**config.mk**
```make
export PLATFORM = sky130hd
export DESIGN_NAME = adc_pkt_rx
export DESIGN_NICKNAME = d
export VERILOG_FILES = /design/src/rtl/adc_pkt_pkg.sv /design/src/rtl/sat_counter.sv /design/src/rtl/adc_pkt_rx.sv
export SDC_FILE = /design/constraint.sdc
export NUM_CORES = 1
export LEC_CHECK = 0
export ABC_AREA = 1
export BUFFER_PORTS_ARGS = -buffer_cell sky130_fd_sc_hd__buf_2
export CAP_MARGIN = 20
export CORE_MARGIN = 2
export CORE_UTILIZATION = 56
export DETAILED_ROUTE_END_ITERATION = 8
export GPL_TIMING_DRIVEN = 0
export PLACE_DENSITY = 0.8
export SLEW_MARGIN = 20
export SYNTH_ARGS = -nofsm -noshare
export SYNTH_HDL_FRONTEND = slang
export SYNTH_SLANG_ARGS = --single-unit
```
**constraint.sdc**
```tcl
create_clock -name clk -period 5.05 [get_ports clk]
set_clock_uncertainty 0.15 [all_clocks]
set_input_delay 0.2525 -clock clk [delete_from_list [all_inputs] [get_ports clk]]
set_output_delay 0.2525 -clock clk [all_outputs]
set_load 0.02 [all_outputs]
```
**src/rtl/adc_pkt_pkg.sv**
```systemverilog
// Shared types and helpers for the ADC capture packet receiver.
package adc_pkt_pkg;

    // Receiver FSM states
    typedef enum logic [1:0] {
        IDLE = 2'd0,
        DATA = 2'd1,
        DROP = 2'd2
    } rx_state_e;

    // Packet length selector: 00=216, 01=432, 10=864, 11=1728 words
    typedef logic [1:0] len_type_t;

    localparam int unsigned LEN_216 = 216;

    // Expected packet length for a given length type (fits in 11 bits)
    function automatic logic [10:0] exp_len(input len_type_t len_type);
        return 11'(LEN_216 << len_type);
    endfunction

endpackage

```
**src/rtl/sat_counter.sv**
```systemverilog
// Saturating up-counter with synchronous clear; holds at all-ones.
module sat_counter #(
    parameter int W = 16
) (
    input  logic         clk,
    input  logic         rst,
    input  logic         inc,
    input  logic         clr,
    output logic [W-1:0] q
);

    // Count up on inc, never wrapping past all-ones
    always_ff @(posedge clk or posedge rst) begin
        if (rst) begin
            q <= '0;
        end else if (clr) begin
            q <= '0;
        end else if (inc && (q != '1)) begin
            q <= q + 1'b1;
        end
    end

endmodule

```
**src/rtl/adc_pkt_rx.sv**
```systemverilog
// Receive-side deframer for the ADC capture packet stream: delimits
// packets, checks length and inter-packet gap, forwards framed words
// and keeps good-packet / error-event counters.
module adc_pkt_rx
    import adc_pkt_pkg::*;
#(
    parameter int DATA_W = 18,
    parameter int LEN_W  = 11,
    parameter int CNT_W  = 16
) (
    input  logic              clk,
    input  logic              rst,
    input  logic [DATA_W-1:0] adc_data,
    input  logic              adc_valid,
    input  logic              cfg_en,
    input  logic [1:0]        cfg_len_type,
    input  logic [3:0]        cfg_gap_min,
    output logic [DATA_W-1:0] out_data,
    output logic              out_valid,
    output logic              out_sop,
    output logic              out_eop,
    output logic              out_abort,
    output logic              err_short,
    output logic              err_long,
    output logic              err_gap,
    output logic [CNT_W-1:0]  pkt_cnt,
    output logic [CNT_W-1:0]  err_cnt
);

    logic [DATA_W-1:0] d_q;
    logic              v_q;

    rx_state_e   state_reg, state_next;
    logic [LEN_W-1:0] wcnt_reg, wcnt_next;
    logic [3:0]  gap_reg, gap_next;
    logic        first_pkt_reg, first_pkt_next;
    len_type_t   len_reg, len_next;
    // Set only when DROP is entered from a completed packet, so a
    // disabled burst never reports err_long and err_long fires once.
    logic        drop_first_reg, drop_first_next;

    logic [DATA_W-1:0] data_next;
    logic              valid_next, sop_next, eop_next, abort_next;
    logic              short_next, long_next, gap_err_next;

    logic [LEN_W-1:0] wcnt_plus;
    logic [LEN_W-1:0] exp_len_cur;

    assign wcnt_plus   = wcnt_reg + 1'b1;
    assign exp_len_cur = LEN_W'(exp_len(len_reg));

    // Register the pad inputs once before the FSM sees them
    always_ff @(posedge clk or posedge rst) begin
        if (rst) begin
            d_q <= '0;
            v_q <= 1'b0;
        end else begin
            d_q <= adc_data;
            v_q <= adc_valid;
        end
    end

    // FSM and bookkeeping state registers
    always_ff @(posedge clk or posedge rst) begin
        if (rst) begin
            state_reg      <= IDLE;
            wcnt_reg       <= '0;
            gap_reg        <= '0;
            first_pkt_reg  <= 1'b1;
            len_reg        <= '0;
            drop_first_reg <= 1'b0;
        end else begin
            state_reg      <= state_next;
            wcnt_reg       <= wcnt_next;
            gap_reg        <= gap_next;
            first_pkt_reg  <= first_pkt_next;
            len_reg        <= len_next;
            drop_first_reg <= drop_first_next;
        end
    end

    // Next-state and output decode
    always_comb begin
        state_next      = state_reg;
        wcnt_next       = wcnt_reg;
        gap_next        = gap_reg;
        first_pkt_next  = first_pkt_reg;
        len_next        = len_reg;
        drop_first_next = 1'b0;
        data_next       = '0;
        valid_next      = 1'b0;
        sop_next        = 1'b0;
        eop_next        = 1'b0;
        abort_next      = 1'b0;
        short_next      = 1'b0;
        long_next       = 1'b0;
        gap_err_next    = 1'b0;

        case (state_reg)
            IDLE: begin
                if (!v_q) begin
                    if (gap_reg != 4'hF) begin
                        gap_next = gap_reg + 4'd1;
                    end
                end else if (cfg_en) begin
                    valid_next     = 1'b1;
                    sop_next       = 1'b1;
                    data_next      = d_q;
                    wcnt_next      = LEN_W'(1);
                    len_next       = cfg_len_type;
                    gap_err_next   = !first_pkt_reg && (gap_reg < cfg_gap_min);
                    first_pkt_next = 1'b0;
                    gap_next       = '0;
                    state_next     = DATA;
                end else begin
                    // Disabled: swallow the rest of this burst silently
                    state_next = DROP;
                end
            end
            DATA: begin
                if (v_q) begin
                    valid_next = 1'b1;
                    data_next  = d_q;
                    wcnt_next  = wcnt_plus;
                    if (wcnt_plus == exp_len_cur) begin
                        eop_next        = 1'b1;
                        drop_first_next = 1'b1;
                        state_next      = DROP;
                    end
                end else begin
                    abort_next = 1'b1;
                    short_next = 1'b1;
                    gap_next   = 4'd1;
                    state_next = IDLE;
                end
            end
            DROP: begin
                if (v_q) begin
                    long_next = drop_first_reg;
                end else begin
                    gap_next   = 4'd1;
                    state_next = IDLE;
                end
            end
            default: begin
                state_next = IDLE;
            end
        endcase
    end

    // Registered stream and error-pulse outputs
    always_ff @(posedge clk or posedge rst) begin
        if (rst) begin
            out_data  <= '0;
            out_valid <= 1'b0;
            out_sop   <= 1'b0;
            out_eop   <= 1'b0;
            out_abort <= 1'b0;
            err_short <= 1'b0;
            err_long  <= 1'b0;
            err_gap   <= 1'b0;
        end else begin
            out_data  <= data_next;
            out_valid <= valid_next;
            out_sop   <= sop_next;
            out_eop   <= eop_next;
            out_abort <= abort_next;
            err_short <= short_next;
            err_long  <= long_next;
            err_gap   <= gap_err_next;
        end
    end

    sat_counter #(.W(CNT_W)) u_pkt_cnt (
        .clk (clk),
        .rst (rst),
        .inc (eop_next),
        .clr (1'b0),
        .q   (pkt_cnt)
    );

    // Error pulses are mutually exclusive per cycle, so one increment suffices
    sat_counter #(.W(CNT_W)) u_err_cnt (
        .clk (clk),
        .rst (rst),
        .inc (short_next | long_next | gap_err_next),
        .clr (1'b0),
        .q   (err_cnt)
    );

endmodule
```
After elaboration in Yosys (flattened, before gate mapping)
Cells that the tools add are included.

storage, ports and cells
  bits in registers = 95
  input port bits = 28
  output and inout bits = 57
  logic and storage cells = 84

operators by class
  $add $sub $neg = 4
  order comparisons = 1
  equal/unequal tests = 14
  shift-type cells = 1
  mux-type cells = 34
  bitwise operators = 2
  reduce and logical (&&, ||, !) cells = 12

operators with widths
  cell                                                 number
  two-way mux 18 bit                                   3
  one-hot mux 18 bit (2 select lines)                  1
  two-way mux 11 bit                                   3
  adder 16 x 1 -> 16 bit, second input constant        2
  inequality test 16 bit, second input constant        2
  one-hot mux 11 bit (2 select lines)                  1
  two-way mux 4 bit                                    4
  two-way mux 1 bit                                    14
  adder 11 x 1 -> 11 bit, second input constant        1
  equality test 11 bit                                 1
  left shift 8 x 2 -> 11 bit, first input constant     1
  two-way mux 2 bit                                    5
  inequality test 2 bit, second input constant         5
  inequality test 3 bit, second input constant         3
  one-hot mux 4 bit (2 select lines)                   1
  AND reduction 4 bit                                  2
  one-hot mux 2 bit (3 select lines)                   1
  AND reduction 3 bit                                  2
  adder 4 x 1 -> 4 bit, second input constant          1
  < comparator 4 bit                                   1
  inequality test 4 bit, second input constant         1
  nonzero test 2 bit                                   2
  logical AND 1 bit                                    3
  equality test 2 x 1 -> 1 bit, second input constant  1
  6 further kinds                                      7

Logic depth before layout (Yosys ltp)
  word-level depth = 7
  gate-level depth with buffers = 15
  mapped depth without buffers = 15

Cells and area by module
Synthesis repeated with hierarchy kept, for this count alone.

unflattened totals
  cell total of the unflattened synthesis = 622
  area, all modules = 4922.2 µm²

by module, submodules not included
  module                   times used  cells an instance  area each (µm²)  seq. area each (µm²)
  adc_pkt_rx               1           302                2757.6           1577.8
  sat_counter (u_err_cnt)  1           159                1083.5           400.4
  sat_counter (u_pkt_cnt)  1           161                1081.0           400.4

Worst setup path after synthesis
Ideal clock, no wire load.

  path kind = reg2reg
  start = register u_err_cnt.q[0]
  end = register u_err_cnt.q[2]
  library setup time = 0.117 ns
  arrival time = 1.878 ns
  required time = 4.783 ns
  slack = 2.904 ns
  cell stages (with the launch flop) = 12
  buffers on the path = 1
  period minus slack after synthesis = 2.146 ns
  cells stage by stage = dfrtp_1 -> ha_1 -> nand3_1 -> nor2_1 -> nand3_1 -> nor3_2 -> nand4_1 -> nand2_2 -> inv_4 -> buf_6 -> nand3_1 -> nand2_1

between the ends
  longest elaborated chain between the ends = 2
  elaborated cells between the ends (all ways) = 3
  classes of those cells = 1 x add/sub; 1 x eq/ne; 1 x reduce/logical

ends and longest elaborated chain
  element                                                                         RTL line           text
  start: declaration                                                              sat_counter.sv:9   output logic [W-1:0] q
  start signal: assignment                                                        sat_counter.sv:19  q <= q + 1'b1;
  parallel branches: the longest is 2 deep, another holds adder 16 x 1 -> 16 bit  -

Parallel ways; which one is timed is not known.
A chain may end at the register's enable or synchronous reset.

Worst setup path in the final report
  start = register wcnt_reg[0]
  end = register u_pkt_cnt.q[0]

between the ends
  longest elaborated chain between the ends = 6

ends and longest elaborated chain
  element                   RTL line           text
  start: declaration        adc_pkt_rx.sv:34   logic [LEN_W-1:0] wcnt_reg, wcnt_next;
  start signal: assignment  adc_pkt_rx.sv:74   wcnt_reg <= wcnt_next;
  adder 11 x 1 -> 11 bit    adc_pkt_rx.sv:49   assign wcnt_plus = wcnt_reg + 1'b1;
  equality test 11 bit      adc_pkt_rx.sv:125  if (wcnt_plus == exp_len_cur) begin
  two-way mux 1 bit         adc_pkt_rx.sv:125
  two-way mux 1 bit         adc_pkt_rx.sv:121  if (v_q) begin
  two-way mux 1 bit         adc_pkt_rx.sv:99   case (state_reg)
  logical AND 1 bit         sat_counter.sv:18  end else if (inc && (q != '1)) begin
  end signal: assignment    sat_counter.sv:19
  end: declaration          sat_counter.sv:9

Every way passes these cells.

==> impl_metrics.env <==
export IMPL_finalHoldViolations=0
export IMPL_synth_edf_count=0
export IMPL_clkPwrFrac_pct=23.1
export IMPL_cts_resized=0
export IMPL_synth_area_um2=4706
export IMPL_p_int_mw=1.345
export IMPL_ys_flop_type="dfrtp_1"
export IMPL_total_power_mw=2.188
export IMPL_power_frac_seq_pct=43.6
export IMPL_clk_latency_ps=370
export IMPL_worst_path_stages=14
export IMPL_place_gp_congestion=0.9688
export IMPL_rows=33
export IMPL_max_freq_mhz=410.2
export IMPL_crit_buf_inv=2
export IMPL_worstSetupStartpointType="flop"
export IMPL_yosysMostFrequentCell="nand2_1"
export IMPL_grt_pass1_vias=3922
export IMPL_tightest_slew_ps=688.5
export IMPL_drc=0
export IMPL_grt_pass1_wl_um=17850
export IMPL_path_delay_family="simple AND/OR/NAND/NOR gates"
export IMPL_maxSlewHeadroom_pct=53.85
export IMPL_grt_total_usage_pct=25.09
export IMPL_start_util_pct=57.56
export IMPL_regArea_um2=2379
export IMPL_hold_path_class="primary input to flop"
export IMPL_ys_seq_area_share_pct=50.55
export IMPL_first_pass_iters=4
export IMPL_layout_drive_gt1_share_pct=18.60
export IMPL_yosysWarningCount=0
export IMPL_drv_slew=0
export IMPL_holdCritStartpoint="cfg_en"
export IMPL_timing_critical_path_mode_cell="nand2_1"
export IMPL_fillers=629
export IMPL_critPathSlowestCell="dfrtp_1"
export IMPL_synth_area_leaders="dfrtp_1, nand2_1, inv_1"
export IMPL_final_period_utilization_pct=48.27
export IMPL_syn_avg_cell_area_um2=8.329
export IMPL_n_antenna_cell=0
export IMPL_vias=4086
export IMPL_tns_ps=0
export IMPL_clk_path_buf_depth=2
export IMPL_cp_startpoint="wcnt_reg[0]$_DFFE_PP0P_"
export IMPL_area_growth_pct=21.27
export IMPL_status="completed"
export IMPL_synth_common_cells="nand2_1, dfrtp_1, inv_1"
export IMPL_hpwl_um=7424
export IMPL_p_comb_share_pct=33.3
export IMPL_h_tree_depth=3
export IMPL_synth_top_cell_area_share_pct=49.99
export IMPL_synth_top_area_cell="dfrtp_1"
export IMPL_critPathMaxStageDelay_ps=420
export IMPL_grt_ovfl_total=0
export IMPL_synthArstFlopShare_pct=100.0
export IMPL_path_class="flop to flop"
export IMPL_die_w_um=95.67
export IMPL_cts_inserted_buffers=9
export IMPL_max_cap_violations=0
export IMPL_avgViaCountPerCell=5.153
export IMPL_wl_per_cell_um=13.32
export IMPL_cts_hold_buf=22
export IMPL_multi_input_area_um2=1941
export IMPL_synth_cells=565
export IMPL_worstReg2RegStart="wcnt_reg[0]$_DFFE_PP0P_"
export IMPL_cts_tree="done"
export IMPL_io_pins=85
export IMPL_path_max_fanout=10
export IMPL_drt_iter0_markers=243
export IMPL_port_buffers=84
export IMPL_antenna_found_initial=0
export IMPL_grt_max_degree=75
export IMPL_wirelength_um=10570
export IMPL_rsz0062_at_grt="no"
export IMPL_end_kind="flop"
export IMPL_die_h_um=95.67
export IMPL_cp_endpoint="u_pkt_cnt.q[0]$_DFFE_PP0P_"
export IMPL_ys_seq_elements=95
export IMPL_cts_root_buf="clkbuf_8"
export IMPL_core_area_um2=8175
export IMPL_power_density_nw_per_um2=383.4
export IMPL_setup_viol_count_final=0
export IMPL_fin_nets=725
export IMPL_p_leak_nw=3.071
export IMPL_top_regs="d_q: 18 flops, out_data: 18 flops"
export IMPL_r2r_slack_ps=2610
export IMPL_power_switching_mw=0.8431
export IMPL_path_clk_slew_ps=90
export IMPL_synthesis_nets=607
export IMPL_swShare_pct=38.53
export IMPL_post_cts_buffers=0
export IMPL_cts_sinks=95
export IMPL_finalCriticalPeriod_ps=2438
export IMPL_worst_r2r_endpoint="u_pkt_cnt.q[0]$_DFFE_PP0P_"
export IMPL_cp_arrival_ps=2540
export IMPL_required_ps=5150
export IMPL_irDropWorstVdd_mv=0.2478
export IMPL_ys_types=33
export IMPL_antenna_left=0
export IMPL_rr_worst_depth=14
export IMPL_dieArea_um2=9153
export IMPL_path_cells="ha_1 > nand2_2 > nor2_4 > nand2_1 > nand2_1 > nand2_1 > xor2_1 > inv_1 > nand2_1 > nor2_1 > nand4_2 > buf_6 > nand2_1 > nand2_1"
power groups by stage:
stage                     Sequential, mW  Clock, mW  Combinational [mW]
final                              0.954      0.505               0.728
after global routing               0.968      0.545               0.826
after CTS                          0.953      0.509               0.727
after detailed placement           0.966          0               0.711
after global placement             0.960          0               0.683
after floorplan                     1.03          0               0.437
worst register-to-register path, stage by stage (launching register included):
cell,delay [ps]
dfrtp_1,420
ha_1,230
nand2_2,120
nor2_4,160
nand2_1,80
nand2_1,60
nand2_1,110
xor2_1,170
inv_1,80
nand2_1,60
nor2_1,120
nand4_2,220
buf_6,230
nand2_1,60
nand2_1,50
cell families after synthesis:
group | after synthesis | share of synthesized area [%]
simple gates | 303 | 28.58
flops | 95 | 50.55
buf+inv | 93 | 8.216
compound gates | 32 | 3.722
xor+xnor | 28 | 5.211
fa+ha+maj | 14 | 3.722
final cells by class:
cell class / count / share of cell area [%]
Buffer: 10 / 1.272
Inverter: 83 / 5.591
Clock inverter: 6 / 1.206
Clock buffer: 10 / 2.236
Timing Repair Buffer: 107 / 11.71
Sequential cell: 95 / 41.68
Tap cell: 105 / 2.302
Multi-Input combinational cell: 377 / 34.01
cell usage in the layout (no fill, tap or decap), types with 2 or more instances in the layout:
master	Yosys	layout
nand2_1	157	157
dfrtp_1	94	94
buf_2	4	88
inv_1	77	76
nor2_1	55	55
nand3_1	42	42
nand4_1	23	23
dlygate4sd3_1	0	22
xor2_1	15	15
o21ai_0	15	15
ha_1	14	14
xnor2_1	13	13
clkbuf_8	0	9
nor3_1	8	8
o22ai_1	6	6
a21oi_1	5	5
o21ai_1	4	4
inv_2	4	4
nor2_2	3	3
nand3b_1	3	3
buf_6	3	3
nor3_2	3	3
inv_6	0	3
buf_4	2	2
nand2_2	2	2
nor2_4	2	2
clkbuf_1	1	2
nor4_1	2	2
how the worst min path moves through the flow:
| stage | cells after the start | slack (ps) | endpoint |
|---|---|---|---|
| 4_1_cts | 3 | 60 | out_sop$_DFF_PP0_ |
| 3_5_place_dp | 2 | 60 | u_pkt_cnt.q[13]$_DFFE_PP0P_ |
| 6_report | 3 | 60 | out_sop$_DFF_PP0_ |
| 5_1_grt | 3 | 90 | out_sop$_DFF_PP0_ |
| 2_1_floorplan | 0 | 130 | d_q[0]$_DFF_PP0_ |
| 3_3_place_gp | 1 | 210 | d_q[8]$_DFF_PP0_ |
metrics by stage:
stage	area, um2	instances	hold WS [ps]	setup WS, ps	util [%]
floorplan	4706	565	133.9	2172	-
global placement	5258	754	210.5	1194	64.31
detailed placement	5290	755	62.55	2666	64.71
CTS	5707	793	56.46	2620	69.80
global route	5707	793	88.36	2393	69.80
finish	5707	793	64.60	2612	69.80
routing by layer:
layer	part of all wire, %	wire length, um	vias to the layer above	track usage [%]
li1	-	-	2018	-
met1	42	4405	1903	31.86
met2	48	5113	144	41.32
met3	7.9	830	21	6.324
met4	2.0	216	0	9.762
met5	0	0	-	0
Note: power is estimated with default switching activity, not from simulation.
